<file path="config.mk">
export PLATFORM = sky130hd
export DESIGN_NAME = systolic_array_ctrl
export DESIGN_NICKNAME = d
export VERILOG_FILES = /design/src/rtl/systolic_array_ctrl.sv
export SDC_FILE = /design/constraint.sdc
export NUM_CORES = 1
export LEC_CHECK = 0
export ABC_AREA = 1
export BUFFER_PORTS_ARGS = -buffer_cell sky130_fd_sc_hd__buf_2
export CELL_PAD_IN_SITES_DETAIL_PLACEMENT = 1
export CELL_PAD_IN_SITES_GLOBAL_PLACEMENT = 1
export CORE_ASPECT_RATIO = 1.5
export CORE_MARGIN = 2
export CORE_UTILIZATION = 44
export DETAILED_ROUTE_END_ITERATION = 6
export PLACE_DENSITY = 0.89
export SETUP_SLACK_MARGIN = 0.15
export SYNTH_ARGS = -nofsm -noshare
export SYNTH_HDL_FRONTEND = slang
export SYNTH_SLANG_ARGS = --single-unit
</file>
<file path="constraint.sdc">
create_clock -name clk -period 3 [get_ports clk]
set_input_delay 0.9 -clock clk [delete_from_list [all_inputs] [get_ports clk]]
set_output_delay 0.9 -clock clk [all_outputs]
set_load 0.005 [all_outputs]
</file>
<file path="src/rtl/systolic_array_ctrl.sv">
// Tile sequencer for a 1xN systolic MAC array: clear, K passes of weight load
// and activation compute, then drain. Issues buffer reads and aligned array control.
module systolic_array_ctrl #(
  parameter int BN_NUM   = 10,
  parameter int ACCU_NUM = 5,
  parameter int ADDR_W   = 12,
  parameter int KT_W     = 8
) (
  input  logic              clk,
  input  logic              reset_n,
  input  logic              start,
  input  logic [KT_W-1:0]   cfg_k_tiles,
  input  logic [7:0]        cfg_shift,
  input  logic [ADDR_W-1:0] cfg_wet_base,
  input  logic [ADDR_W-1:0] cfg_act_base,
  output logic              busy,
  output logic              done,
  output logic              wet_rd_en,
  output logic [ADDR_W-1:0] wet_rd_addr,
  output logic              act_rd_en,
  output logic [ADDR_W-1:0] act_rd_addr,
  output logic              act_zero,
  output logic              pe_mac_enable,
  output logic              pe_clear_acc,
  output logic              pe_weight_partial_sel,
  output logic [7:0]        pe_res_shift_num,
  output logic [2:0]        dbg_state
);

  // Handshake: start is a one-cycle command sampled only while idle (busy=0 and
  // done=0); the block answers with a single-cycle done pulse, after which it is
  // idle again and accepts the next start one cycle later.

  localparam int CMP_CYCLES = BN_NUM + ACCU_NUM + 1;
  localparam int CNT_W      = $clog2(CMP_CYCLES + 1);

  localparam logic [CNT_W-1:0] LOAD_LAST  = CNT_W'(ACCU_NUM - 1);
  localparam logic [CNT_W-1:0] CMP_LAST   = CNT_W'(CMP_CYCLES - 1);
  localparam logic [CNT_W-1:0] ACT_LAST   = CNT_W'(BN_NUM - 1);
  localparam logic [CNT_W-1:0] DRAIN_LAST = CNT_W'(2);

  typedef enum logic [2:0] {
    S_IDLE    = 3'd0,
    S_CLEAR   = 3'd1,
    S_LOAD_W  = 3'd2,
    S_COMPUTE = 3'd3,
    S_DRAIN   = 3'd4,
    S_DONE    = 3'd5
  } state_t;

  state_t            state_q;
  logic [CNT_W-1:0]  cnt_q;
  logic [KT_W-1:0]   tile_q;
  logic [KT_W-1:0]   k_q;
  logic [7:0]        shift_q;
  logic [ADDR_W-1:0] wptr_q;
  logic [ADDR_W-1:0] aptr_q;

  logic              busy_q;
  logic              done_q;
  logic              clear_q;
  logic              wet_en_q;
  logic [ADDR_W-1:0] wet_addr_q;
  logic              act_en_q;
  logic [ADDR_W-1:0] act_addr_q;

  // Stage-1 decode travels with the read strobe; stage 2 lines up with read data.
  logic              mac_s1_q;
  logic              sel_s1_q;
  logic              zero_s1_q;
  logic              mac_q;
  logic              sel_q;
  logic              zero_q;

  always_ff @(posedge clk or negedge reset_n) begin
    if (!reset_n) begin
      state_q    <= S_IDLE;
      cnt_q      <= '0;
      tile_q     <= '0;
      k_q        <= '0;
      shift_q    <= '0;
      wptr_q     <= '0;
      aptr_q     <= '0;
      busy_q     <= 1'b0;
      done_q     <= 1'b0;
      clear_q    <= 1'b0;
      wet_en_q   <= 1'b0;
      wet_addr_q <= '0;
      act_en_q   <= 1'b0;
      act_addr_q <= '0;
      mac_s1_q   <= 1'b0;
      sel_s1_q   <= 1'b1;
      zero_s1_q  <= 1'b0;
      mac_q      <= 1'b0;
      sel_q      <= 1'b1;
      zero_q     <= 1'b0;
    end else begin
      done_q    <= 1'b0;
      clear_q   <= 1'b0;
      wet_en_q  <= 1'b0;
      act_en_q  <= 1'b0;
      mac_s1_q  <= 1'b0;
      sel_s1_q  <= 1'b1;
      zero_s1_q <= 1'b0;
      mac_q     <= mac_s1_q;
      sel_q     <= sel_s1_q;
      zero_q    <= zero_s1_q;

      case (state_q)
        S_IDLE: begin
          if (start) begin
            k_q     <= cfg_k_tiles;
            shift_q <= cfg_shift;
            wptr_q  <= cfg_wet_base;
            aptr_q  <= cfg_act_base;
            if (cfg_k_tiles == '0) begin
              state_q <= S_DONE;
              done_q  <= 1'b1;
            end else begin
              state_q <= S_CLEAR;
              clear_q <= 1'b1;
              busy_q  <= 1'b1;
            end
          end
        end

        S_CLEAR: begin
          state_q    <= S_LOAD_W;
          cnt_q      <= '0;
          tile_q     <= '0;
          wet_en_q   <= 1'b1;
          wet_addr_q <= wptr_q;
          wptr_q     <= wptr_q + ADDR_W'(1);
        end

        S_LOAD_W: begin
          if (cnt_q == LOAD_LAST) begin
            state_q    <= S_COMPUTE;
            cnt_q      <= '0;
            act_en_q   <= 1'b1;
            act_addr_q <= aptr_q;
            aptr_q     <= aptr_q + ADDR_W'(1);
            mac_s1_q   <= 1'b1;
            sel_s1_q   <= 1'b0;
          end else begin
            cnt_q      <= cnt_q + CNT_W'(1);
            wet_en_q   <= 1'b1;
            wet_addr_q <= wptr_q;
            wptr_q     <= wptr_q + ADDR_W'(1);
          end
        end

        S_COMPUTE: begin
          if (cnt_q == CMP_LAST) begin
            tile_q <= tile_q + KT_W'(1);
            cnt_q  <= '0;
            if (tile_q + KT_W'(1) == k_q) begin
              state_q <= S_DRAIN;
            end else begin
              state_q    <= S_LOAD_W;
              wet_en_q   <= 1'b1;
              wet_addr_q <= wptr_q;
              wptr_q     <= wptr_q + ADDR_W'(1);
            end
          end else begin
            cnt_q    <= cnt_q + CNT_W'(1);
            mac_s1_q <= 1'b1;
            sel_s1_q <= 1'b0;
            // Past the last activation word the tail cycles flush the skew with zeros.
            if (cnt_q < ACT_LAST) begin
              act_en_q   <= 1'b1;
              act_addr_q <= aptr_q;
              aptr_q     <= aptr_q + ADDR_W'(1);
            end else begin
              zero_s1_q <= 1'b1;
            end
          end
        end

        S_DRAIN: begin
          if (cnt_q == DRAIN_LAST) begin
            state_q <= S_DONE;
            done_q  <= 1'b1;
            busy_q  <= 1'b0;
          end else begin
            cnt_q <= cnt_q + CNT_W'(1);
          end
        end

        S_DONE: begin
          state_q <= S_IDLE;
        end

        default: begin
          state_q <= S_IDLE;
        end
      endcase
    end
  end

  assign busy                  = busy_q;
  assign done                  = done_q;
  assign wet_rd_en             = wet_en_q;
  assign wet_rd_addr           = wet_addr_q;
  assign act_rd_en             = act_en_q;
  assign act_rd_addr           = act_addr_q;
  assign act_zero              = zero_q;
  assign pe_mac_enable         = mac_q;
  assign pe_clear_acc          = clear_q;
  assign pe_weight_partial_sel = sel_q;
  assign pe_res_shift_num      = shift_q;
  assign dbg_state             = state_q;

endmodule

</file>
After elaboration in Yosys (flattened, before gate mapping)
Cells that the tools add are included.
Widths: inputs -> output; s select.
Storage, ports and cells
  register bits after elaboration: 91
  input port bits: 43
Cells by class
  $add $sub $neg: 4
  $lt $le $gt $ge: 1
  equality and inequality tests: 18
  multiplexer cells: 57
  reduce and logical (&&, ||, !) cells: 18
Operators with widths (count)
  $mux 12: 14
  $pmux 12 s3: 2
  $pmux 12 s4: 1
  $add 12x1->12 const B: 2
  $pmux 12 s2: 1
  $mux 1: 20
  $ne 2x2->1 const B: 10
  $pmux 5 s4: 1
  $mux 3: 6
  $pmux 8 s2: 1
  $reduce_and 4->1: 4
  $mux 5: 3
  $pmux 3 s5: 1
  $pmux 1 s2: 5
  $reduce_and 5->1: 2
  $add 8x1->8 const B: 1
  $eq 8x8->1: 1
  $logic_not 8->1: 1
  $mux 8: 1
  $reduce_bool 4->1: 2
  $eq 3x2->1 const B: 2
  $reduce_and 2->1: 3
  $reduce_bool 2->1: 3
  $reduce_bool 3->1: 2
  9 further kinds: 9

Depth between registers and ports, before layout
Gate-level depths: netlist (run 1).
  word-level depth: 5
  mapped depth: 14
  mapped depth without buffers: 12

Least setup slack after synthesis (run 1)
OpenSTA, ideal clock, no wires.
  kind: reg-to-reg
  from: register cnt_q[1]
  to: register wptr_q[2]
  setup time: 0.117 ns
  arrival time: 1.731 ns
  slack: 1.153 ns
  cell stages (with the launch flop): 13
  clock period less this slack: 1.847 ns
  cells stage by stage: dfrtp_1 > ha_1 > inv_1 > nor3_1 > ha_1 > nand2_2 > nand2_2 > nor2_4 > nor3_4 > nand2_2 > buf_6 > nand2_1 > nand2_1
Between the ends
  cells in the longest elaborated chain, start to end: 3
Ends and longest elaborated chain
  from (decl): line 52  | logic [CNT_W-1:0] cnt_q;
  from (signal assigned): line 146  | cnt_q <= cnt_q + CNT_W'(1);
  from (signal assigned): line 166  | cnt_q <= cnt_q + CNT_W'(1);
  from (signal assigned): line 186  | cnt_q <= cnt_q + CNT_W'(1);
  $eq 5x3->1 / $eq 5x4->1 (equally long branches): line 137, 154
  $ne 2x2->1 (no line)
  $reduce_and 5->1 (no line) *
  to (signal assigned): line 133  | wptr_q <= wptr_q + ADDR_W'(1);
  to (signal assigned): line 149  | wptr_q <= wptr_q + ADDR_W'(1);
  to (signal assigned): line 163  | wptr_q <= wptr_q + ADDR_W'(1);
  to (decl): line 56  | logic [ADDR_W-1:0] wptr_q;
Every way passes the cells marked *; elsewhere a longest branch is shown, timed or not.
A chain may end at the register's enable or synchronous reset.

Final worst setup path (run 1)
  from: register tile_q[0]
  to: register wptr_q[10]
Between the ends
  cells in the longest elaborated chain, start to end: 4
Ends and longest elaborated chain
  from (decl): line 53  | logic [KT_W-1:0] tile_q;
  from (signal assigned): line 155  | tile_q <= tile_q + KT_W'(1);
  $add 8x1->8: line 157  | if (tile_q + KT_W'(1) == k_q) begin
  $eq 8x8->1: line 157
  $ne 2x2->1 (no line)
  $reduce_and 5->1 (no line)
No other way between the ends.

==> run metrics, run 1 <==
TritonRoute pass-1 iters=4; WHS Endpoint=pe_mac_enable; Top delay family on crit path=simple AND/OR/NAND/NOR gates; Initial Utilization=0.4477; Top cell by count, worst path=nand2_1; I/O pins=86; Final Wtd Congestion=around 0.9; CTS tree=done; Seq/Total Area, Yosys=0.4834; Ant. Diodes=0; # setup viols final=0; share of cells above drive strength 1=0.2065; clk_lat worst skew=0.34 ns; r2r setup slk=0.61 ns; worst reg2reg path endpoint=wptr_q[10]; Vias/cell=5.223; Hold-fix buffers, CTS=0; width of the die=88.53 µm; die area=11,580 µm²; Logic pwr share=0.431; syn_area_per_cell=8.006 µm²; setup bufs post-CTS=0; dpl ws=between 0.6 and 0.7 ns; Rel. slew slack=0.4677; Worst-Margin Slew=0.7984 ns; row cnt=46; WL/cell=around 16 µm; Fmax=between 400 and 500 MHz; worst hold stages=0; Synth cell types=38; clock-pin slew on the worst setup and hold paths=0.06 ns; Final HPWL DP=just under 10,000 µm; peak supply drop=around 0.0004 V; Critical Path Source Type=flop; Post-DRT Antenna Nets=0; number of global-route vias before repair=4,536; Die Ht=130.8 µm; buffer and inverter count on the worst path=0; TritonCTS Sinks=91; Sw Ratio=0.4253; Slew Limit Fails=0; critical-path maximum fanout=27; Hold WC Path Type=flop to flop; Inserted Clock Buffers=9; Critical Path RT=3.28 ns; Worst setup EP type=flop; number of max-cap violations=0; post-layout minimum cycle time=2.390 ns; worst r2r src=tile_q[0]; cell count after synthesis=589; Bufs on Longest Clock Path=2; Pint=0.003221 W; clock root cell=clkbuf_16; # port buffers=85; max incr delay on CP=approximately 0.48 ns; GR Overflow Total=0; clock group share of total power=0.190; htree depth=3; DRC Markers=0; FFs w/ async S/R, synth=1.000; CP arrival=between 2 and 3 ns; area delta synth->final=17.46%; Synth Flop Type=dfrtp_1; WHS=0.3548 ns; core area=10,530 µm²; first-pass GRT wire length=21,840 µm; CP max stage cell=dfrtp_1; sequential power share=0.379; Final WS setup=0.6101 ns; status=finished, final reports clean; initial detailed-routing violation count=around 160; Leak Pwr=2.815 nW; Post-synth EDFFs=0; R2R depth=12; post-CTS sizing=0; Crit Path Category=flop to flop; yosys warns=0; HP Start=mac_s1_q; global-route usage over all layers=0.2428; cell-by-cell trace of the critical path=ha_1, nand2_1, nor2_1, nand2_1, nand2_1, and2_1, nor2_1, nor2_2, nand3_4, nand2_2, nand2_1, nand2_1; Syn Std Cell Area=roughly 4700 µm²; drt total wl=13,140 µm; largest net degree at the start of global routing=63; Hold Violations, Final=0; nets@finish=724; via count=4,293; setup TNS=0 ns; RSZ-0062 raised after global routing=false; Util after Layout=0.5259; Tcrit/Tclk final=0.7966; post-synth net total=640; Switching Power=between 0.002 and 0.0025 W; Final Skew=0.005604 ns; initial antenna violation count=0; Yosys reg bits=91; pwr/cell area=1012 nW/µm²
-- stage by stage --
step | cell area [µm²] | total power, W | std cells
final | 5539 | 0.005605 | 822
after global routing | 5539 | 0.006131 | 822
after CTS | 5539 | 0.005668 | 822
after detailed placement | 5258 | 0.004559 | 806
after global placement | 5258 | 0.004373 | 806
after floorplan | 4716 | 0.003742 | 589
-- routing by layer --
layer,wire [µm],track usage
met1,5047,0.2701
met2,7317,0.4573
met3,420,0.03329
met4,352,0.09537
met5,0,0
-- synthesized netlist by cell type (5+ instances only) --
| cell type | count | area [µm²] |
|---|---|---|
| o21ai_1 | 5 | 25.02 |
| o21ai_0 | 51 | 255.2 |
| nand2_1 | 168 | 630.6 |
| xor2_1 | 10 | 87.58 |
| buf_4 | 5 | 37.54 |
| clkbuf_1 | 6 | 22.52 |
| dfrtp_1 | 89 | 2227 |
| nor3_1 | 9 | 45.04 |
| nand2_2 | 11 | 68.82 |
| inv_2 | 6 | 22.52 |
| a21oi_1 | 10 | 50.05 |
| nand3_1 | 67 | 335.3 |
| nor2_4 | 6 | 67.56 |
| nand4_1 | 5 | 31.28 |
| ha_1 | 8 | 100.1 |
| buf_2 | 5 | 25.02 |
| nor2_1 | 38 | 142.6 |
| inv_1 | 53 | 198.9 |
-- registers in the layout, indices dropped and copies added (netlist names), 3 cells and up --
name and cells:
aptr_q 12, wptr_q 12, k_q 8, act_rd_addr 12, wet_rd_addr 12, tile_q 8
pe_res_shift_num 8, cnt_q 5, dbg_state 3
-- placed cells by master (no fill, tap or decap), types with 10 or more instances in the layout --
cell	synthesis	routed
buf_2	5	84
dfrtp_1	89	89
nand3_1	67	67
nor2_1	38	38
o21ai_0	51	51
nand2_1	168	168
a21oi_1	10	10
xor2_1	10	10
nand2_2	11	11
inv_1	53	53
-- worst register-to-register path, delay by kind of cell (launching register included) --
| kind | cells | cell delay, ns |
|---|---|---|
| AND/OR/NAND/NOR | 11 | 1.56 |
| flip-flops | 1 | 0.48 |
| adder cells (fa/ha/maj) | 1 | 0.29 |
-- area by class of cell --
class | instances | area, µm²
multi-input cells | 420 | 2096
repair buffers | 92 | 480.5
well taps | 144 | 180.2
flip-flops and latches | 91 | 2280
clock buffers | 12 | 256.5
inverters | 59 | 221.5
fillers | 1335 | 4994
clock inverters | 4 | 25.02
-- power groups by stage --
stage	logic, W	clock network [W]	registers (W)
floorplan	0.00168	0	0.00206
global placement	0.00227	0	0.00211
detailed placement	0.00242	0	0.00214
CTS	0.00245	0.00109	0.00213
global route	0.00280	0.00114	0.00219
finish	0.00241	0.00107	0.00213
-- how the worst max path moves through the flow --
| stage | startpoint | cells after the start | to |
|---|---|---|---|
| 2_1_floorplan | cnt_q[1] | 12 | wptr_q[2] |
| 3_3_place_gp | cnt_q[1] | 12 | wptr_q[6] |
| 3_5_place_dp | tile_q[0] | 12 | wptr_q[10] |
| 4_1_cts | tile_q[0] | 12 | wptr_q[10] |
| 5_1_grt | tile_q[0] | 12 | wptr_q[6] |
| 6_report | tile_q[0] | 12 | wptr_q[10] |
-- kinds of logic (layout without fill, tap and decap cells) --
group	Yosys count	after routing	share of synthesized area
adders and majority gates	8	8	0.02123
buffers and inverters	78	167	0.07217
AOI/OAI and AO/OA	81	81	0.09260
and+or+nand+nor	318	318	0.3064
DFF	91	91	0.4834
xor gates and xnor gates	13	13	0.02414
Power figures use the tool's default switching activity.
==> run 2, diff against run 1 <==
- CORE_UTILIZATION: 44 -> 37
- PLACE_DENSITY: 0.89 -> 0.8
- clock period: 3 -> 2.1 ns (I/O delays scaled with it)
==> run 2 against run 1 <==
The run now ends with negative setup slack left. Cell count up 5.1%. Via count up 4.6%. Clock power up 72%. Total power up 67%. Worst setup slack worse by 0.61 ns. Sequential share of layout area down 4.2 points. Critical endpoint is now wptr_q[3].
==> run metrics, run 2 (synthesis gave the netlist of run 1 again) <==
largest net degree at the start of global routing=43; critical-path maximum fanout=6; Rel. slew slack=0.5912; failing checks=negative setup slack; Hold WC Path Type=input port to async pin; met1 usage=0.2382; Final Skew=0.009294 ns; core area=about 12,000 µm²; fin area=slightly above 6000 µm²; Hold-fix buffers, CTS=0; Die Ht=142.3 µm; r2r setup slk=-0.003 ns; Worst-Margin Slew=0.6125 ns; Leak Pwr=3.080 nW; Initial Utilization=0.3788; dpl cell area=5343 µm²; Vias/cell=5.198; clock root cell=clkbuf_16; peak supply drop=0.0006068 V; clock-pin slew on the worst setup and hold paths=0.07 ns; Register Area=2281 µm²; met2 usage=0.3849; WHS=around 0.24 ns; RSZ-0062 raised after global routing=true; Crit Path Category=flop to flop; most frequent cells in the layout=nand2_1 (162), dfrtp_1 (88), buf_2 (84); I/O pins=86; Critical Path RT=2.32 ns; global-route usage over all layers=0.2107; htree depth=3; post-layout minimum cycle time=2.103 ns; Tcrit/Tclk final=1.001; TritonCTS Sinks=between 90 and 100; clk_lat worst skew=roughly 0.34 ns; CP arrival=between 2 and 2.5 ns; Critical Path Source Type=flop; Fill cells=1,545; commonest non-fill, non-tap cell in the layout=nand2_1; Final WS setup=-0.002627 ns; via count=4,491; number of global-route vias before repair=4,775; # port buffers=85; initial antenna violation count=0; number of max-cap violations=0; M3 GR Usage=0.03761; WL/cell=17.37 µm; die area=~14,000 µm²; nets@finish=between 700 and 800; setup TNS=-0.002627 ns; status=finished with violations; Hold Violations, Final=0; area delta synth->final=30.96%; initial detailed-routing violation count=~190; GRT busiest layer=met2; DRC Markers=0; # setup viols final=1; pwr/cell area=1518 nW/µm²; Power Total=0.009376 W; width of the die=a little under 100 µm; CTS tree=done; Bufs on Longest Clock Path=2; Fmax=475.6 MHz; drt total wl=around 15,000 µm; Post-DRT Antenna Nets=0; TritonRoute pass-1 iters=4; Inserted Clock Buffers=9; Slew Limit Fails=0; Final Wtd Congestion=around 0.85; dpl ws=-0.07879 ns; area of the multi-input gates=2302 µm²; share of cells above drive strength 1=0.2938; first-pass GRT wire length=22,760 µm; Final HPWL DP=between 9000 and 10,000 µm; GR Overflow Total=0; Worst setup EP type=flop; Ant. Diodes=0; row cnt=50
run 2: cell types whose count changed in the layout (fill, tap and decap cells not counted), sizes merged:
cell / change
buf: +25
bufinv: +3
clkbuf: +1
clkinv: -1
clkinvlp: -2
inv: +3
nand2: +1
run 2: cell type report:
cell class	instances	area share
Multi-Input combinational cell	421	0.3728
Sequential cell	91	0.3693
Timing Repair Buffer	118	0.1278
Inverter	59	0.03991
Clock buffer	12	0.03829
Tap cell	156	0.03160
Clock inverter	4	0.01600
Timing Repair inverter	3	0.004254
run 2: stage by stage:
stage / std cells / util
after detailed placement: 824 / 0.4291
after global placement: 824 / 0.4291
after global routing: 864 / 0.4961
after CTS: 844 / 0.4624
final: 864 / 0.4961
after floorplan: 589 / -
run 2: critical path, stage by stage (launching register included):
cell	delay [ns]
dfrtp_1	0.42
inv_1	0.13
nor3_4	0.29
ha_4	0.21
nand2_4	0.07
nand2_4	0.08
nor2_4	0.05
buf_12	0.13
nor3_4	0.18
buf_6	0.18
nand2_4	0.09
nand2_1	0.08
nand2_1	0.07
run 2: layer usage:
| layer | vias up | share of wire |
|---|---|---|
| met3 | 18 | 0.034 |
| met2 | 82 | 0.57 |
| li1 | 2146 | - |
| met4 | 0 | 0.017 |
| met1 | 2245 | 0.38 |
| met5 | - | 0 |
run 2: path summary, 6_finish.rpt:
path / end / cells past startpoint / start
max: wptr_q[3] / 12 / cnt_q[2]
min reg2reg: act_zero / 0 / zero_s1_q
min in group clk: act_zero / 0 / zero_s1_q
min: k_q[7] / 1 / reset_n
max reg2reg: wptr_q[3] / 12 / cnt_q[2]
max in group asynchronous: aptr_q[3] / 2 / reset_n
run 2: what timing repair did:
action,in CTS,in global routing
setup endpoints to repair,62,63
gates resized for setup,11,75
pin swaps,4,29
buffers inserted,4,14
cloned,0,6
run 2: power breakdown:
part           total, W  internal, W  switching, W
clock           0.00184      0.00117      0.000674
sequential      0.00302      0.00249      0.000532
combinational   0.00451      0.00180       0.00272
